<file path="src/rtl/rsz_avr_engine.sv">
// Resize averaging engine: divides an accumulated block sum by the block pixel count
// using a serial restoring divider, saturating to the pixel width. Optional macro: RSZ_AVR_ROUND_EN.
module rsz_avr_engine #(
  parameter int SUM_W    = 22,
  parameter int SZ_W     = 15,
  parameter int PXL_W    = 8,
  parameter int CELL_NUM = 64
) (
  input  logic                        clk,
  input  logic                        rst_n,
  input  logic                        sum_vld,
  output logic                        sum_rdy,
  input  logic [SUM_W-1:0]            sum_data,
  input  logic [SZ_W-1:0]             blk_sz,
  output logic                        pxl_vld,
  input  logic                        pxl_rdy,
  output logic [PXL_W-1:0]            pxl_data,
  output logic [$clog2(CELL_NUM)-1:0] pxl_idx,
  output logic                        pxl_last,
  output logic                        dz_err
);

  localparam int IDX_W = $clog2(CELL_NUM);
`ifdef RSZ_AVR_ROUND_EN
  localparam int DIV_W = SUM_W + 1;
`else
  localparam int DIV_W = SUM_W;
`endif
  localparam int CNT_W = $clog2(DIV_W + 1);

  typedef enum logic [1:0] {
    IDLE,
    DIV,
    OUT
  } stateT;

  stateT state;
  stateT nextState;

  logic              rdyEn;
  logic [DIV_W-1:0]  quo;
  logic [SZ_W-1:0]   divisor;
  logic [SZ_W:0]     rem;
  logic [CNT_W-1:0]  cnt;
  logic [DIV_W-1:0]  dividendIn;
  logic [SZ_W:0]     remShift;
  logic [SZ_W:0]     remDiff;
  logic              qBit;
  logic              divDone;
  logic              saturate;
  logic              sumXfer;

`ifdef RSZ_AVR_ROUND_EN
  // Adding half the divisor before truncating division gives round-half-up.
  assign dividendIn = {1'b0, sum_data} + {{(DIV_W - SZ_W + 1){1'b0}}, blk_sz[SZ_W-1:1]};
`else
  assign dividendIn = sum_data;
`endif

  assign sum_rdy  = rdyEn && (state == IDLE);
  assign pxl_vld  = (state == OUT);
  assign pxl_last = pxl_vld && (pxl_idx == IDX_W'(CELL_NUM - 1));
  assign sumXfer  = sum_vld && sum_rdy;

  // One restoring step: the quotient register shifts dividend bits out of its MSB.
  assign remShift = {rem[SZ_W-1:0], quo[DIV_W-1]};
  assign remDiff  = remShift - {1'b0, divisor};
  assign qBit     = (remShift >= {1'b0, divisor});
  assign divDone  = (state == DIV) && (cnt == CNT_W'(DIV_W));
  assign saturate = (quo[DIV_W-1:PXL_W] != '0);

  always_ff @(posedge clk or negedge rst_n) begin
    if (!rst_n) begin
      state <= IDLE;
    end else begin
      state <= nextState;
    end
  end

  always_comb begin
    nextState = state;
    case (state)
      IDLE: begin
        if (sumXfer) begin
          nextState = (blk_sz == '0) ? OUT : DIV;
        end
      end
      DIV: begin
        if (divDone) begin
          nextState = OUT;
        end
      end
      OUT: begin
        if (pxl_rdy) begin
          nextState = IDLE;
        end
      end
      default: nextState = IDLE;
    endcase
  end

  // The extra DIV cycle at cnt==DIV_W registers the saturated result.
  always_ff @(posedge clk or negedge rst_n) begin
    if (!rst_n) begin
      rdyEn    <= 1'b0;
      quo      <= '0;
      divisor  <= '0;
      rem      <= '0;
      cnt      <= '0;
      pxl_data <= '0;
      pxl_idx  <= '0;
      dz_err   <= 1'b0;
    end else begin
      rdyEn <= 1'b1;
      case (state)
        IDLE: begin
          if (sumXfer) begin
            quo     <= dividendIn;
            divisor <= blk_sz;
            rem     <= '0;
            cnt     <= '0;
            if (blk_sz == '0) begin
              pxl_data <= '1;
              dz_err   <= 1'b1;
            end
          end
        end
        DIV: begin
          if (divDone) begin
            pxl_data <= saturate ? '1 : quo[PXL_W-1:0];
          end else begin
            rem <= qBit ? remDiff : remShift;
            quo <= {quo[DIV_W-2:0], qBit};
            cnt <= cnt + CNT_W'(1);
          end
        end
        OUT: begin
          if (pxl_rdy) begin
            pxl_idx <= (pxl_idx == IDX_W'(CELL_NUM - 1)) ? '0 : pxl_idx + IDX_W'(1);
          end
        end
        default: ;
      endcase
    end
  end

endmodule

</file>
<file path="config.mk">
export PLATFORM = sky130hd
export DESIGN_NAME = rsz_avr_engine
export DESIGN_NICKNAME = d
export VERILOG_FILES = /design/src/rtl/rsz_avr_engine.sv
export SDC_FILE = /design/constraint.sdc
export NUM_CORES = 1
export LEC_CHECK = 0
export CORE_ASPECT_RATIO = 0.8
export CORE_MARGIN = 5
export CORE_UTILIZATION = 40
export DETAILED_ROUTE_END_ITERATION = 10
export GPL_TIMING_DRIVEN = 0
export HOLD_SLACK_MARGIN = 0.03
export PLACE_DENSITY = 0.64
export SETUP_SLACK_MARGIN = 0.1
export SYNTH_ARGS = -nofsm -noshare
export SYNTH_HDL_FRONTEND = slang
export SYNTH_SLANG_ARGS = --single-unit
export TNS_END_PERCENT = 30
</file>
<file path="constraint.sdc">
create_clock -name clk -period 2.36 [get_ports clk]
set_input_delay 0.354 -clock clk [delete_from_list [all_inputs] [get_ports clk]]
set_output_delay 0.354 -clock clk [all_outputs]
set_load 0.05 [all_outputs]
</file>
==> reports/summary.log, run 1 <==
[outcome] outcome completed
[timing] maximum operating frequency 440 MHz
[global_routing] via count of the first global-routing pass 3787
[synthesis] EDFF count, synth 0
[setup_path] Critical Path End Type flip-flop
[cells_and_area] total number of nets in the final design 628
[clocking] TritonCTS clock tree built
[timing] Final setup viols 0
[clocking] number of buffers on the longest clock path 2
[timing] final hold violations 0
[timing] number of max-slew violations in the final report 0
[placed_design] post-detailed-placement cell area 5100 sq um
[setup_path] slowest cell on the critical path sky130_fd_sc_hd__o211ai_1
[setup_path] dominant cell type by count on the critical path sky130_fd_sc_hd__o211ai_1
[setup_path] launching instance or port of the critical path rem[2]$_DFFE_PN0P_
[clocking] number of H-tree levels 3
[setup_path] crit start category flip-flop
[route] DRC violation count after routing 0
[setup_path] delay contributed by the slowest stage of the critical path 0.47 ns
[die] core area 10400 sq um
[setup_path] endpoint of the most critical register-to-register path rem[8]$_DFFE_PN0P_
[route] Via Count 3913
[cells_and_area] area grow syn2layout 32.1%
[synthesis] Seq/Total Area, Yosys 0.435
[power] standby leakage power 2.50 nW
[synthesis] synth cell count leaders sky130_fd_sc_hd__nand2_1, sky130_fd_sc_hd__dfrtp_1, sky130_fd_sc_hd__o21ai_0
[global_routing] Tot GR Track Use 0.185
[cells_and_area] number of antenna repair diodes 0
[synthesis] main flop type after synthesis sky130_fd_sc_hd__dfrtp_1
[timing] normalized max-slew margin 0.633
[synthesis] top cell type's share of synthesized area 0.435
[synthesis] Post-Syn Nets 539
[global_routing] largest net degree at the start of global routing 72
[timing] Worst Clk Skew 0.00498 ns
[global_routing] Congestion Overflow GR 0
[synthesis] Yosys top cell by area sky130_fd_sc_hd__dfrtp_1
[setup_path] worst path buffer plus inverter count 2
[setup_path] kind of cell adding the most delay to the critical path compound AO/OA/AOI/OAI gates
[setup_path] kind of critical path reg2reg
[clocking] clock transition at the register clock pins on the worst setup and hold paths after CTS 0.06 ns
[route] number of DRC violations after detailed-routing iteration 0 312
[timing] Tightest Pin Transition 0.551 ns
[die] I/O pin count 59
[die] die outline area 13000 sq um
[hold_path] kind of path behind the tightest hold check in2async
[clocking] cell at the root of the clock tree sky130_fd_sc_hd__clkbuf_16
[synthesis] Netlist cell types 54
[placed_design] DPL Wire Length 8.61 mm
[timing] time the final worst path needs with I/O delays and setup 2.27 ns
[synthesis] asr flop ratio synth 1.00
[route] drt total wl 11.8 mm
[die] initial core utilization 0.414
[synthesis] most numerous cell in the Yosys netlist sky130_fd_sc_hd__nand2_1
[setup_path] worst reg-to-reg setup slack 0.09 ns
[clocking] CTS sink count 75
[power] Max VDD drop 518 uV
[placed_design] count of buffers inserted at the top-level ports 58
[synthesis] Synth Instances 479
[setup_path] Critical R2R Launch rem[2]$_DFFE_PN0P_
[clocking] insertion delay of the later-clocked pin in the worst-skew pair 0.34 ns
[global_routing] wire length of the first global-routing pass 19.1 mm
[synthesis] average size of a mapped cell 9.00 sq um
[clocking] TritonCTS buffer count 9
[route] via density per instance 5.50
[route] number of iterations in the first detailed-routing pass 5
[route] post-detailed-route count of antenna-violating nets 0
[cells_and_area] ratio of cells with drive above 1 in the final layout 0.166
[die] overall die width 126 um
[synthesis] Post-Synthesis Cell Area 4310 sq um
[job] max-cap violations 0
[route] Avg WL per Cell 16.6 um
[die] Die Y-Extent 103 um
[synthesis] yosys warns 0
[setup_path] worst reg2reg path depth 9
[synthesis] cell types with the largest area share after synthesis sky130_fd_sc_hd__dfrtp_1, sky130_fd_sc_hd__nand2_1, sky130_fd_sc_hd__ha_1
[setup_path] cell-by-cell trace of the critical path ha_4 > buf_6 > nand3_1 > o211ai_1 > a31oi_1 > buf_4 > xnor2_2 > o211ai_1 > o211ai_1
[power] power density relative to cell area 1610 nW/um^2
[cells_and_area] summed area of non-filler cells in the final layout 5690 sq um
[timing] period utilization 0.963
[die] number of core rows 33
[cells_and_area] core utilization of the finished layout 0.547
[synthesis] Synth Register Bits 75
[setup_path] worst-path fanout max 7
[setup_path] data arrival time of the worst path 2.49 ns
[placed_design] routability-driven placement congestion ratio 0.882
[setup_path] required time of the critical path 2.57 ns
[timing] unrepaired setup endpoints after global routing true
[global_routing] antenna violations before repair 0
==> where the power goes <==
part	leakage (nW)	internal [mW]	switching (mW)
Sequential	0.941	1.85	0.420
Clock	0.137	0.813	0.535
Combinational	1.42	2.32	3.25
==> through the flow <==
stage	setup WS, ns	hold WS (ns)	power (mW)	instances	setup TNS, ns
floorplan	0.144	0.0584	5.71	479	0
global placement	-1.67	0.453	6.91	677	-125.48
detailed placement	-0.126	0.171	7.05	678	-1.07
CTS	0.0835	0.375	8.70	700	0
global route	-0.0458	0.361	9.89	712	-0.0608
finish	0.0876	0.367	9.19	712	0
==> cells by family (layout without fill, tap and decap cells) <==
family          after synthesis  in the layout  synth area share
simple gates                181            181             0.197
compound gates              119            119             0.186
flops                        75             75             0.435
buf+inv                      53            146            0.0557
fa+ha+maj                    19             19            0.0569
xor+xnor                     16             16            0.0325
mux                          15             15            0.0354
other cells                   1              1          0.000870
==> cells in the final DEF, fill, tap and decap left out, types with 3 or more instances in the layout <==
| cell type | count |
|---|---|
| sky130_fd_sc_hd__a21o_1 | 5 |
| sky130_fd_sc_hd__a21oi_1 | 9 |
| sky130_fd_sc_hd__a21oi_2 | 5 |
| sky130_fd_sc_hd__a221o_1 | 3 |
| sky130_fd_sc_hd__a22oi_1 | 9 |
| sky130_fd_sc_hd__and3_1 | 5 |
| sky130_fd_sc_hd__buf_2 | 13 |
| sky130_fd_sc_hd__buf_4 | 24 |
| sky130_fd_sc_hd__buf_6 | 4 |
| sky130_fd_sc_hd__clkbuf_1 | 4 |
| sky130_fd_sc_hd__clkbuf_16 | 9 |
| sky130_fd_sc_hd__clkdlybuf4s50_1 | 56 |
| sky130_fd_sc_hd__dfrtp_1 | 74 |
| sky130_fd_sc_hd__ha_1 | 13 |
| sky130_fd_sc_hd__ha_4 | 3 |
| sky130_fd_sc_hd__inv_1 | 23 |
| sky130_fd_sc_hd__inv_2 | 3 |
| sky130_fd_sc_hd__mux2i_1 | 13 |
| sky130_fd_sc_hd__nand2_1 | 87 |
| sky130_fd_sc_hd__nand2b_1 | 3 |
| sky130_fd_sc_hd__nand3_1 | 10 |
| sky130_fd_sc_hd__nand4_1 | 7 |
| sky130_fd_sc_hd__nand4b_1 | 6 |
| sky130_fd_sc_hd__nor2_1 | 22 |
| sky130_fd_sc_hd__nor2b_1 | 4 |
| sky130_fd_sc_hd__nor3_1 | 9 |
| sky130_fd_sc_hd__nor4_1 | 9 |
| sky130_fd_sc_hd__o211ai_1 | 20 |
| sky130_fd_sc_hd__o21ai_0 | 43 |
| sky130_fd_sc_hd__or3_1 | 4 |
| sky130_fd_sc_hd__xnor2_1 | 9 |
| sky130_fd_sc_hd__xor2_1 | 6 |
==> worst max-delay path by stage <==
stage,slack (ns),depth (start not counted),endpoint
2_1_floorplan,0.14,11,rem[2]$_DFFE_PN0P_
3_3_place_gp,-1.67,1,rem[10]$_DFFE_PN0P_
3_5_place_dp,-0.13,10,rem[10]$_DFFE_PN0P_
4_1_cts,0.08,4,pxl_last
5_1_grt,-0.05,9,rem[8]$_DFFE_PN0P_
6_report,0.09,9,rem[8]$_DFFE_PN0P_
==> registers in the layout, indices dropped and copies added, names as in the netlist <==
signal    count
cnt           5
divisor      15
dz_err        1
pxl_data      8
pxl_idx       6
quo          22
rdyEn         1
rem          15
state         2
==> cell type report <==
class                   instances  area (sq um)
multi-input cells             351          2340
clock inverters                 6          67.6
well taps                     140           175
fillers                       942          4710
repair buffers                 79           753
clock buffers                   9           225
plain buffers                  26           160
flip-flops and latches         75          1880
inverters                      26          97.6
==> routing by layer <==
metal / up-vias / part of all wire / GRT usage / routed length, um
met3: 12 / 0.074 / 0.0425 / 879
met5: - / 0 / 0 / 0
met1: 1871 / 0.49 / 0.281 / 5830
li1: 1886 / - / - / -
met4: 0 / 0.011 / 0.0453 / 127
met2: 144 / 0.42 / 0.266 / 5010
==> timing repair <==
item,CTS,global route
endpoints found under the hold margin,4,0
setup buffers,7,12
gates resized for setup,17,31
endpoints found under the setup margin,17,25
hold buffers,1,0
pin swaps,20,26
No activity file was read; power rests on OpenSTA's default activity.
==> run 2, diff against run 1 <==
--- a/config.mk
+++ b/config.mk
@@ -5,12 +5,13 @@
 export SDC_FILE = /design/constraint.sdc
 export NUM_CORES = 1
 export LEC_CHECK = 0
+export CAP_MARGIN = 0
 export CORE_ASPECT_RATIO = 0.8
 export CORE_MARGIN = 5
 export CORE_UTILIZATION = 40
 export DETAILED_ROUTE_END_ITERATION = 10
 export GPL_TIMING_DRIVEN = 0
-export HOLD_SLACK_MARGIN = 0.03
+export HOLD_SLACK_MARGIN = 0.15
 export PLACE_DENSITY = 0.64
 export SETUP_SLACK_MARGIN = 0.1
 export SYNTH_ARGS = -nofsm -noshare
==> results of run 2 <==
No change in the layout: final DEF, timing and power equal those of run 1.
